===== config.mk =====
export PLATFORM = sky130hd
export DESIGN_NAME = accum_feeder
export DESIGN_NICKNAME = d
export VERILOG_FILES = /design/src/rtl/accum_feeder.sv
export SDC_FILE = /design/constraint.sdc
export NUM_CORES = 1
export LEC_CHECK = 0
export ABC_AREA = 1
export ABC_CLOCK_PERIOD_IN_PS = 3260
export CAP_MARGIN = 15
export CELL_PAD_IN_SITES_DETAIL_PLACEMENT = 1
export CELL_PAD_IN_SITES_GLOBAL_PLACEMENT = 1
export CORE_AREA = 2 2 114 116
export DETAILED_ROUTE_END_ITERATION = 12
export DIE_AREA = 0 0 116 118
export PLACE_DENSITY_LB_ADDON = 0.1
export SYNTH_ARGS = -nofsm -noshare
export SYNTH_HDL_FRONTEND = slang
export SYNTH_SLANG_ARGS = --single-unit

===== constraint.sdc =====
create_clock -name clk -period 3.26 [get_ports clk]
set_input_delay 0.652 -clock clk [delete_from_list [all_inputs] [get_ports clk]]
set_output_delay 0.652 -clock clk [all_outputs]
set_load 0.02 [all_outputs]

===== src/rtl/accum_feeder.sv =====
// accum_feeder: streams row-major operand words from a synchronous-read buffer
// to the accumulator, framing each row with first/last. Optional macro: ACCUM_FEEDER_PAUSE_EN.
module accum_feeder #(
  parameter int DATAW = 32,
  parameter int ADDRW = 10,
  parameter int LENW  = 8,
  parameter int RDLAT = 1
) (
  input  logic             clk,
  input  logic             rst,
  input  logic             start,
  input  logic [ADDRW-1:0] base_addr,
  input  logic [LENW-1:0]  row_len,
  input  logic [LENW-1:0]  num_rows,
`ifdef ACCUM_FEEDER_PAUSE_EN
  input  logic             pause,
`endif
  output logic             rd_en,
  output logic [ADDRW-1:0] rd_addr,
  input  logic [DATAW-1:0] rd_data,
  output logic [DATAW-1:0] data,
  output logic             ivalid,
  output logic             first,
  output logic             last,
  output logic             busy,
  output logic             done,
  output logic [1:0]       state_dbg
);

  localparam logic [1:0] S_IDLE  = 2'd0;
  localparam logic [1:0] S_ISSUE = 2'd1;
  localparam logic [1:0] S_DRAIN = 2'd2;

  logic [1:0]       state_q, state_d;
  logic             busy_q, busy_d;
  logic             done_q, done_d;
  logic             empty_q, empty_d;
  logic [ADDRW-1:0] addr_q, addr_d;
  logic [LENW-1:0]  len_q, len_d;
  logic [LENW-1:0]  rows_q, rows_d;
  logic [LENW-1:0]  col_q, col_d;
  logic [LENW-1:0]  row_q, row_d;

  logic [RDLAT-1:0] tv_q, tf_q, tl_q;
  logic [DATAW-1:0] data_q;
  logic             ivalid_q, first_q, last_q;

  logic             pause_w;
  logic             issue_w;
  logic             col_last_w;
  logic             row_last_w;
  logic             early_busy_w;
  logic             final_cap_w;

`ifdef ACCUM_FEEDER_PAUSE_EN
  assign pause_w = pause;
`else
  assign pause_w = 1'b0;
`endif

  assign issue_w    = (state_q == S_ISSUE) && !pause_w;
  assign col_last_w = (col_q == len_q - LENW'(1));
  assign row_last_w = (row_q == rows_q - LENW'(1));

  // Any read still in flight ahead of the stage that feeds the output register.
  always_comb begin
    early_busy_w = 1'b0;
    for (int i = 0; i < RDLAT - 1; i++) begin
      early_busy_w = early_busy_w | tv_q[i];
    end
  end

  // In DRAIN no new reads start, so the oldest tag with nothing behind it is the final beat.
  assign final_cap_w = (state_q == S_DRAIN) && tv_q[RDLAT-1] && !early_busy_w;

  always_comb begin
    state_d = state_q;
    busy_d  = busy_q;
    done_d  = 1'b0;
    empty_d = empty_q;
    addr_d  = addr_q;
    len_d   = len_q;
    rows_d  = rows_q;
    col_d   = col_q;
    row_d   = row_q;
    case (state_q)
      S_IDLE: begin
        if (start) begin
          len_d   = row_len;
          rows_d  = num_rows;
          addr_d  = base_addr;
          col_d   = '0;
          row_d   = '0;
          busy_d  = 1'b1;
          empty_d = (row_len == '0) || (num_rows == '0);
          state_d = ((row_len == '0) || (num_rows == '0)) ? S_DRAIN : S_ISSUE;
        end
      end
      S_ISSUE: begin
        if (issue_w) begin
          addr_d = addr_q + ADDRW'(1);
          if (col_last_w) begin
            col_d = '0;
            row_d = row_q + LENW'(1);
            if (row_last_w) begin
              state_d = S_DRAIN;
            end
          end else begin
            col_d = col_q + LENW'(1);
          end
        end
      end
      S_DRAIN: begin
        if (done_q) begin
          state_d = S_IDLE;
          busy_d  = 1'b0;
          empty_d = 1'b0;
        end else if (empty_q || final_cap_w) begin
          done_d = 1'b1;
        end
      end
      default: begin
        state_d = S_IDLE;
        busy_d  = 1'b0;
      end
    endcase
  end

  always_ff @(posedge clk or posedge rst) begin
    if (rst) begin
      state_q <= S_IDLE;
      busy_q  <= 1'b0;
      done_q  <= 1'b0;
      empty_q <= 1'b0;
      addr_q  <= '0;
      len_q   <= '0;
      rows_q  <= '0;
      col_q   <= '0;
      row_q   <= '0;
    end else begin
      state_q <= state_d;
      busy_q  <= busy_d;
      done_q  <= done_d;
      empty_q <= empty_d;
      addr_q  <= addr_d;
      len_q   <= len_d;
      rows_q  <= rows_d;
      col_q   <= col_d;
      row_q   <= row_d;
    end
  end

  // Tags ride alongside each read so they line up with rd_data RDLAT cycles later.
  always_ff @(posedge clk or posedge rst) begin
    if (rst) begin
      tv_q <= '0;
      tf_q <= '0;
      tl_q <= '0;
    end else begin
      tv_q[0] <= issue_w;
      tf_q[0] <= (col_q == '0);
      tl_q[0] <= col_last_w;
      for (int i = 1; i < RDLAT; i++) begin
        tv_q[i] <= tv_q[i-1];
        tf_q[i] <= tf_q[i-1];
        tl_q[i] <= tl_q[i-1];
      end
    end
  end

  // Output stream has no backpressure: a beat is consumed in every cycle ivalid=1.
  always_ff @(posedge clk or posedge rst) begin
    if (rst) begin
      data_q   <= '0;
      ivalid_q <= 1'b0;
      first_q  <= 1'b0;
      last_q   <= 1'b0;
    end else begin
      ivalid_q <= tv_q[RDLAT-1];
      first_q  <= tv_q[RDLAT-1] & tf_q[RDLAT-1];
      last_q   <= tv_q[RDLAT-1] & tl_q[RDLAT-1];
      if (tv_q[RDLAT-1]) begin
        data_q <= rd_data;
      end
    end
  end

  assign rd_en     = issue_w;
  assign rd_addr   = addr_q;
  assign data      = data_q;
  assign ivalid    = ivalid_q;
  assign first     = first_q;
  assign last      = last_q;
  assign busy      = busy_q;
  assign done      = done_q;
  assign state_dbg = state_q;

endmodule


==> results.md <==
- The post-CTS setup buffer count is 0.
- The area growth from synthesis to layout is 36.4%.
- In this run the worst hold path is classified as reg2reg.
- Based on the critical path, the design can be clocked at up to 384 MHz.
- The cts-stage hold buffer count is 0.
- The worst IR drop on VDD is 0.325 mV.
- For the pin with the worst max-slew slack, the measured transition is 0.596 ns.
- Setup slack on the worst reg-to-reg path comes out at 1.00 ns.
- Among cell families on the critical path, the largest total delay comes from buffers and inverters.
- The number of endpoints failing setup at the final stage is 0.
- The synthesized design contains 85 register bits.
- The delay of the slowest cell on the worst path is 0.70 ns.
- The clock transition at the register clock pins on the worst setup and hold paths after CTS is 0.06 ns.
- Across the run, the number of max-cap violations was 0.
- The clock latency at the later pin of the worst-skew pair is 0.35 ns.
- The fraction of the cycle the final worst path needs is 79.9%.
- For this run, design rule violations remaining after detail routing come to 0.
- The number of different library cells used by synthesis comes to 40.
- The die is 116 um wide.
- The commonest cells after synthesis are nand2_1, dfrtp_1, nor2_1, inv_1, mux2_2.
- The number of levels in the clock H-tree is 3.
- Gates resized during post-CTS repair numbered 0.
- The post-route antenna net violation count is 0.
- The total inserted antenna cells is 0.
- The die covers 13700 sq um.
- The number of antenna violations at the first check in global routing is 0.
- The critical path goes through inv_2 > nor2_4 > clkdlybuf4s50_1.
- The number of buffers created by CTS is 9.
- Excluding fillers, the count of instances in the completed layout stands at 797.
- The portion of synthesized cell area occupied by the leading cell type is 48.4%.
- Row generation in the floorplan step produced 41 rows.
- The number of warnings printed during yosys synthesis is 0.
- The worst setup path is launched from a register.
- The HPWL after detailed placement is 9510 um.
- The post-route minimum period is 2.60 ns.
- Setup repair after global routing left no endpoint under its margin.
- Entering global routing, the biggest net connects 34 pins.
- The most numerous cell in the Yosys netlist is nand2_1.
- The number of nets in the synthesized netlist is 578.
- The net count of the finished layout is 687.
- The proportion of synthesized flip-flops having asynchronous set or reset is 100%.
- For this design the static power due to leakage is 2.74 nW.
- The remaining global-route overflow is 0.
- For this configuration, the core starts out at a cell density of 35.4%.
- After filler insertion, the fill cell instance count of the layout stands at 1514.
- Synthesis produced a netlist whose cell count is 511.
- The share of final-layout standard cells stronger than drive strength 1 is 11.5%.
- The average instance in the mapped netlist occupies 8.59 sq um.
- The clock tree from TritonCTS is yes.
- The average detailed-routed wire length per instance is 15.3 um.
- The number of global-route vias before repair is 4067.
- In this run the vertical extent of the chip is 118 um.
- After the first detailed-routing iteration, the DRC count stood at 141.
- In this run the clock root is driven by a clkbuf_16.
- The maximum fanout encountered on the critical timing path is 10.
- The first-pass iteration count of the detailed router is 4.
- The total power density per cell area is 877 nW/um^2.
- The flow ran to the end, and the final reports show no timing, DRC or antenna violations.
- The total track usage is 19.1%.
- The largest individual stage delay along the critical path comes from the cell clkdlybuf4s50_1.
- By area the synthesized netlist is led by dfrtp_1, nand2_1, mux2_2, nor2_1, inv_1.
- The final number of hold-violating endpoints was 0.
- The data required time of the worst path is 2.61 ns.
- The leading register cell type out of synthesis is dfrtp_1.
- The congestion estimate from routability-driven global placement came to 0.774.
- The count of flip-flops with a built-in enable after synthesis is 0.
- The worst pin sits at a relative slew slack of 60.2%.
- The type of the worst setup path is reg2out.
- Of all cell types, the one taking the most synthesized area is dfrtp_1.
- Using the TritonRoute via totals, the vias-per-cell ratio works out to 4.77.
- Adding up every negative setup slack in the final design gives 0 ns.
- Sequential cells were found to cover 48.4% of the synthesized design area.
- The clock passes through at most 2 buffers.
- The routed via count is 3799.
- In this run, placement finished with an instance count of 781.
- The number of pins exceeding their max-slew limit in the final report was 0.
- Pin placement for this block handled 111 I/O pins.
- The placeable core area is 12400 sq um.
- The cell area after synthesis is 4390 sq um.
- Clock tree synthesis found a total of 85 sinks.
- The first global-routing pass estimated 20500 um of wire.
- The number of buffer and inverter stages on the critical path is 2.
- Across the routed clock network, the largest skew measured is 0.00717 ns.
- During placement, the flow inserted port buffers numbering 110.
- The total length of routed wires is 12200 um.
- The worst setup path is captured at a primary output.
- Data arrives at the worst endpoint at 1.95 ns.
[worst paths after layout]
path,to,from,cells after the start
setup / recovery,rd_en,state_dbg[0],3
hold / removal,first,tf_q,2
setup reg to reg,row_q[7],len_q[0],15
hold reg to reg,first,tf_q,2
max in group asynchronous,data[12],rst,3
min in group asynchronous,data[19],rst,2
[through the flow]
| step | power [mW] | hold slack [ns] | instance area [sq um] | worst slack (ns) | utilization (%) |
|---|---|---|---|---|---|
| final | 5.25 | 0.444 | 5990 | 0.656 | 48.2 |
| after global routing | 5.68 | 0.480 | 5990 | 0.598 | 48.2 |
| after CTS | 5.33 | 0.455 | 5990 | 0.623 | 48.2 |
| after detailed placement | 4.21 | 0.441 | 5670 | 0.742 | 45.7 |
| after global placement | 4.11 | 0.415 | 5670 | 0.798 | 45.7 |
| after floorplan | 3.26 | 0.352 | 4390 | 0.415 | - |
[cell families (layout without fill, tap and decap cells)]
logic type / Yosys count / after routing / share of synthesized area, %
multiplexers: 32 / 32 / 8.21
buffers and inverters: 68 / 182 / 6.33
XOR/XNOR: 25 / 25 / 5.30
AND/OR/NAND/NOR: 244 / 244 / 23.2
adder cells (fa/ha/maj): 6 / 6 / 1.71
AO/OA/AOI/OAI: 51 / 51 / 6.81
flip-flops: 85 / 85 / 48.4
[placed cells by master (no fill, tap or decap), types with 4 or more instances in the layout]
cell type        count
buf_4                4
inv_2                6
xnor2_1              5
inv_1               44
clkbuf_16            9
nor2_1              52
xor2_1              19
ha_1                 6
nand3_1             29
a21oi_1              7
nand2_1            142
dfrtp_1             85
o21ai_0             28
mux2_2              32
clkdlybuf4s50_1    110
[tightest hold or removal path: cells and delay by family (launching register included)]
family	cells	cell delay [ns]
simple gates	1	0.04
flops	1	0.32
buf+inv	1	0.04
[cell type report]
type	instances	area [sq um]	area share, %
Multi-Input combinational cell	358	1990	33.2
Clock inverter	6	76.3	1.27
Tap cell	172	215	3.59
Inverter	51	193	3.22
Timing Repair Buffer	115	1150	19.2
Clock buffer	10	239	3.99
Sequential cell	85	2130	35.5
[flip-flops by register name, indices dropped and copies added, names as in the netlist]
| signal | count |
|---|---|
| len_q | 8 |
| busy | 1 |
| tv_q | 1 |
| col_q | 8 |
| state_dbg | 2 |
| tf_q | 1 |
| empty_q | 1 |
| done | 1 |
| rd_addr | 10 |
| rows_q | 8 |
| data | 32 |
| first | 1 |
| ivalid | 1 |
| row_q | 8 |
| tl_q | 1 |
| last | 1 |
[power breakdown]
part	switching (mW)	internal, mW	leakage (nW)
combinational	1.36	1.03	1.55
clock	0.467	0.630	0.156
sequential	0.342	1.42	1.04
total	2.17	3.08	2.74
[metal layers]
layer,vias to the layer above,part of all wire [%],GRT usage (%)
met2,83,50,33.2
met4,0,2.0,7.51
met1,1849,44,23.2
met5,-,0,0
met3,15,3.9,3.19
li1,1852,-,-
Power figures use the tool's default switching activity.
==> variant 1 (same settings) <==
`addr_q` no longer has a reset.
--- a/src/rtl/accum_feeder.sv
+++ b/src/rtl/accum_feeder.sv
@@ -134,3 +134,2 @@
       empty_q <= 1'b0;
-      addr_q  <= '0;
       len_q   <= '0;
@@ -144,3 +143,2 @@
       empty_q <= empty_d;
-      addr_q  <= addr_d;
       len_q   <= len_d;
@@ -150,2 +148,6 @@
     end
+  end
+
+  always_ff @(posedge clk) begin
+    addr_q <= addr_d;
   end
Formal check against the unedited RTL: not equivalent (a bounded check fails within 4 cycles, from zero or initial values and one cycle with rst high).
==> variant 1 against the original RTL <==
- synthesized cell count grew 6.5%
- utilization decreased by 0.95 points
- critical path depth did not move
- register-to-register slack got worse by 0.09 ns
- worst setup slack gained 0.088 ns
- global-route usage down 1.0 points
- routed wire length is 2.0% lower
- sequential cell count unchanged
- design area shrank 2.0%
- power is 8.6% higher
- combinational power is 15% higher
- synthesized area down 3.3%
- largest cell class unchanged
- largest power group unchanged
- highest routed layer unchanged
==> variant 1: results (changes against the original RTL) <==
** Run status
- The run finished with clean final reports.

** Synth
- The register area share after synthesis is 51.3% (+2.8 points).
- Cell types with the highest counts after synthesis :: sky130_fd_sc_hd__nand2_1 (228), sky130_fd_sc_hd__dfrtp_1 (75), sky130_fd_sc_hd__inv_1 (47)
- The number of enable flip-flop cells after synthesis came to 10 (+10).
- The synthesized netlist net count was 611 (+5.7%).
- Top area cells in the synthesized netlist :: sky130_fd_sc_hd__dfrtp_1 (44%), sky130_fd_sc_hd__nand2_1 (20%), sky130_fd_sc_hd__edfxtp_1 (7.1%)
- The number of unique standard cell types used by synthesis is 29 (-28%).
- Synth async-reset ratio :: 88.2% (-12 points)

** Critical path
- The worst-path maximum fanout is 6 (-4).
- Stage delay of the slowest cell on the critical path :: 0.72 ns (+0.02 ns)
- Register-to-register path setup slack :: 0.91 ns (-0.09 ns)
- Reg2reg path depth :: 8 (-7)
- Reg-to-reg endpoint :: row_q[4]$_DFFE_PP0P_
- Worst flop-to-flop path startpoint :: state_dbg[0]$_DFFE_PP0P_
- The data arrival time of the critical path is 1.86 ns (-0.09 ns).

** Routing
- The routed length on met3 is 493 µm (+4.4%).
- The number of design-rule violations left by the first detailed-router iteration came to 164 (+16%).
- Detailed route wirelength on metal2 :: 5670 µm (-7.7%)
- Vias per cell :: 4.69 (-1.6%)
- Metal-1 WL :: 5610 µm (+5.5%)
- Routed wire length :: 11900 µm (-2.0%)

** Timing
- Setup clock skew after layout :: 0.00799 ns (+0.000819 ns)

** Cells and area
- Multi-input gates :: 395 (+10%)
- The sequential share of cell area is 37.1% (+1.6 points).
- The count of nets after finishing is 724 (+5.4%).
- The final-layout fill cell count is 1539 (+1.7%).
- Non-clock inverter count :: 49 (-3.9%)
- The proportion of cell area spent on the clock network was 5.31% (+0.042 points).
- Flip-flop count of the largest register after layout :: 32 (unchanged)
- Number of buffers other than clock buffers in the final layout :: 117 (+1.7%)
- The data-path buffer share of cell area in the final layout was 19.9% (+0.64 points).
- The area of all sequential standard cells is 2180 µm² (+2.4%).
- Number of flip-flops and latches :: 85 (unchanged)
- Fraction of final layout cells sized beyond drive strength 1 :: 6.19% (-5.3 points)
- The number of clock-tree buffers in the layout is 11 (+1).
- Multi-input gate share of the layout cell area :: 30.9% (-2.2 points)

** GRT
- Via count of the first global-routing pass :: 4024 (-1.1%)
- The fraction of met2 tracks used by global routing was 30.1% (-3.1 points).
- Total track usage :: 18.0% (-1.0 points)
- Met1 track demand over resource in global routing :: 23.4% (+0.23 points)
- Global-route wire length before repair :: 19800 µm (-3.3%)
- Fraction of met3 tracks used by global routing :: 4.12% (+0.93 points)
- Largest net degree at the start of global routing :: 38 (+12%)

** Place
- Placed inst area :: 5560 µm² (-2.0%)
- The placed wire-length estimate after detailed placement was 9010 µm (-5.3%).
- The final weighted congestion of routability-driven global placement is 0.804 (+3.8%).

** Power and ir drop
- Static leakage :: 0.00283 µW (+3.1%)
## variant 1: logic make-up (layout without fill, tap and decap cells)
kind of cell	count (synthesis)	in the layout	share of synthesized area (%)
DFF	85	85	51.3
AOI/OAI and AO/OA	47	47	6.28
adders and majority gates	6	6	1.77
buffers and inverters	64	182	5.95
xor gates and xnor gates	16	16	3.30
and+or+nand+nor	326	326	31.4
## variant 1: metrics by stage
step / hold WS [ns] / cells / setup WS (ns)
after global routing: 0.456 / 834 / 0.645
final: 0.443 / 834 / 0.743
after CTS: 0.446 / 834 / 0.721
after detailed placement: 0.432 / 818 / 0.788
after global placement: 0.419 / 818 / 0.838
after floorplan: 0.352 / 544 / 0.698
## variant 1: power by group
group          internal (µW)  total [µW]  switching, µW
registers               1550        1890            340
clock network            641        1070            430
logic                   1090        2740           1650
total                   3280        5700           2420
## variant 1: worst reg2reg max path, delay by kind of cell (launching register included)
kind	cells	cell delay [ns]
AOI/OAI and AO/OA	1	0.05
DFF	1	0.38
buffers and inverters	3	0.79
and+or+nand+nor	4	1.02
==> variant 2 (config.mk and constraints unchanged) <==
Made on the original files. Build with the macro `ACCUM_FEEDER_PAUSE_EN` defined.
--- a/src/rtl/accum_feeder.sv
+++ b/src/rtl/accum_feeder.sv
@@ -2,2 +2,4 @@
 // to the accumulator, framing each row with first/last. Optional macro: ACCUM_FEEDER_PAUSE_EN.
+`define ACCUM_FEEDER_PAUSE_EN
+
 module accum_feeder #(
Interface: changed (added pause); port bits go from 111 to 112. No check against the original RTL was run, so the function may have changed too.
==> variant 2 against the original RTL <==
- synthesized area grew 0.46%
- clock skew decreased by 0.0012 ns
- worst setup slack got worse by 0.051 ns
- power up 8.9%
- sequential cell count unchanged
- routed wire length up 1.5%
- design area is 0.77% higher
- die area is the same
==> variant 2: results (changes against the original RTL) <==
** Cells and area
- Non-Filler Instances :: 873 (+9.5%)
- Net count reported at finish :: 764 (+11%)
- Fraction of final layout cells sized beyond drive strength 1 :: 5.28% (-6.2 points)

** Place
- The placed standard-cell area is 5690 µm² (+0.38%).
- The number of placed instances with taps included came to 857 (+9.7%).
- The placed wire-length estimate after detailed placement was 9070 µm (-4.7%).
- Worst setup slack after placement :: 0.588 ns (-0.154 ns)
- The number of port buffers came to 111 (+0.91%).

** Routing
- The vias per cell was 4.73 (-0.87%).
- The number of detailed-routing iterations run before antenna repair was 4 (unchanged).
- Detailed-routed wire length on met3 :: 542 µm (+15%)
- Routed wire length :: 12400 µm (+1.5%)
- Detailed route wirelength on metal2 :: 5710 µm (-7.1%)
- Metal-1 WL :: 5930 µm (+11%)
- Iter 0 DRT Violations :: 193 (+37%)
- Top routing layer in use :: met4

** Synth
- Post-synthesis average cell area :: 7.51 µm² (-13%)
- The register area share after synthesis came to 48.2% (-0.22 points).
- XOR/XNOR Fraction of Synth Area :: 3.77% (-1.5 points)
- Share of the synthesized area in compound gates (AO/OA/AOI/OAI) :: 6.21% (-0.60 points)
- Largest family of logic cells by synthesized area :: simple AND/OR/NAND/NOR gates
- Multiplexer share of the synthesized area :: 0% (-8.2 points)
- Cell variety after synth :: 32 (-20%)
- Cell types with the highest counts after synthesis :: sky130_fd_sc_hd__nand2_1 (236), sky130_fd_sc_hd__dfrtp_1 (85), sky130_fd_sc_hd__inv_1 (55)
- The synthesized netlist net count was 655 (+13%).
- The synthesized-area fraction occupied by adder cells came to 1.70% (-0.0078 points).

** Run status
- The run finished with clean final reports.

** Timing
- Worst-Margin Slew :: 0.969 ns (+0.373 ns)
- The worst slack on hold paths came to 0.435 ns (-0.00916 ns).
- The post-route clock skew is 0.00602 ns (-0.00115 ns).

** Critical path
- Critical path fanouts, max :: 2 (-8)
- Critical path startpoint :: pause
- The highest cell delay on the worst timing path was 0.61 ns (-0.09 ns).
- The slack of the worst reg-to-reg path came to 1.07 ns (+0.07 ns).
- Reg-to-reg endpoint :: row_q[5]$_DFFE_PP0P_

** GRT
- Via count of the first global-routing pass :: 4318 (+6.2%)
- The global-route total usage across every layer is 19.1% (about the same).
- The first-pass GRT wire length was 20900 µm (+2.2%).
- The pin count of the biggest net entering global routing came to 52 (+53%).

** Hold path
- Start point of the worst min-delay path :: tl_q$_DFF_PP0_
- Hold Path Sink :: last$_DFF_PP0_

** Power and ir drop
- The peak supply drop is 0.321 mV (-1.1%).
- The leakage power was 0.00291 µW (+6.2%).
[variant 2: cell types whose count changed after synthesis, moves of 4 or more]
cell | unedited run | this run
sky130_fd_sc_hd__nand2_1 | 142 | 236
sky130_fd_sc_hd__a21oi_1 | 7 | 16
sky130_fd_sc_hd__xor2_1 | 19 | 14
sky130_fd_sc_hd__nand3_1 | 29 | 34
sky130_fd_sc_hd__clkbuf_1 | 8 | 13
sky130_fd_sc_hd__nor2_1 | 52 | 45
sky130_fd_sc_hd__mux2_2 | 32 | 0
sky130_fd_sc_hd__o21ai_0 | 28 | 23
sky130_fd_sc_hd__nand4_1 | 2 | 11
sky130_fd_sc_hd__inv_1 | 45 | 55
sky130_fd_sc_hd__buf_2 | 5 | 1
[variant 2: final cells by class]
| class | count | area [µm²] |
|---|---|---|
| Clock inverter | 6 | 111 |
| Fill cell | 1570 | 6380 |
| Timing Repair Buffer | 115 | 1150 |
| Multi-Input combinational cell | 426 | 1970 |
| Sequential cell | 85 | 2130 |
| Clock buffer | 10 | 229 |
| Inverter | 59 | 223 |
| Tap cell | 172 | 215 |
[variant 2: power breakdown]
part	internal, µW	switching [µW]	total (µW)
logic	1110	1640	2740
registers	1470	323	1790
clock network	749	429	1180
[variant 2: worst max path at each step]
stage	endpoint	slack (ns)	cells after the start
2_1_floorplan	busy$_DFFE_PP0P_	0.41	1
3_3_place_gp	rd_en	0.59	5
3_5_place_dp	rd_en	0.59	5
4_1_cts	rd_en	0.58	5
5_1_grt	rd_en	0.52	5
6_report	rd_en	0.60	5
[variant 2: metal layers]
layer	up-vias	GRT usage, %
met5	-	0
met3	12	3.24
li1	2062	-
met1	1960	25.8
met2	91	30.9
met4	0	6.40
[variant 2: per-stage QoR]
| step | total power [µW] | util [%] |
|---|---|---|
| 2_1_floorplan | 3510 | - |
| 5_1_grt | 6190 | 48.6 |
| 3_3_place_gp | 4490 | 45.9 |
| 3_5_place_dp | 4580 | 45.9 |
| 4_1_cts | 5790 | 48.6 |
| 6_report | 5720 | 48.6 |
[variant 2: tightest hold or removal path, delay by kind of cell, from the launching register on]
family | cells | cell delay (ns)
buffers and inverters | 1 | 0.04
flip-flops | 1 | 0.32
AND/OR/NAND/NOR | 1 | 0.05
[variant 2: logic make-up (layout without fill, tap and decap cells)]
logic type               after synthesis  after routing
AO/OA/AOI/OAI                         50             50
AND/OR/NAND/NOR                      351            351
adder cells (fa/ha/maj)                6              6
flip-flops                            85             85
XOR/XNOR                              19             19
buffers and inverters                 76            190
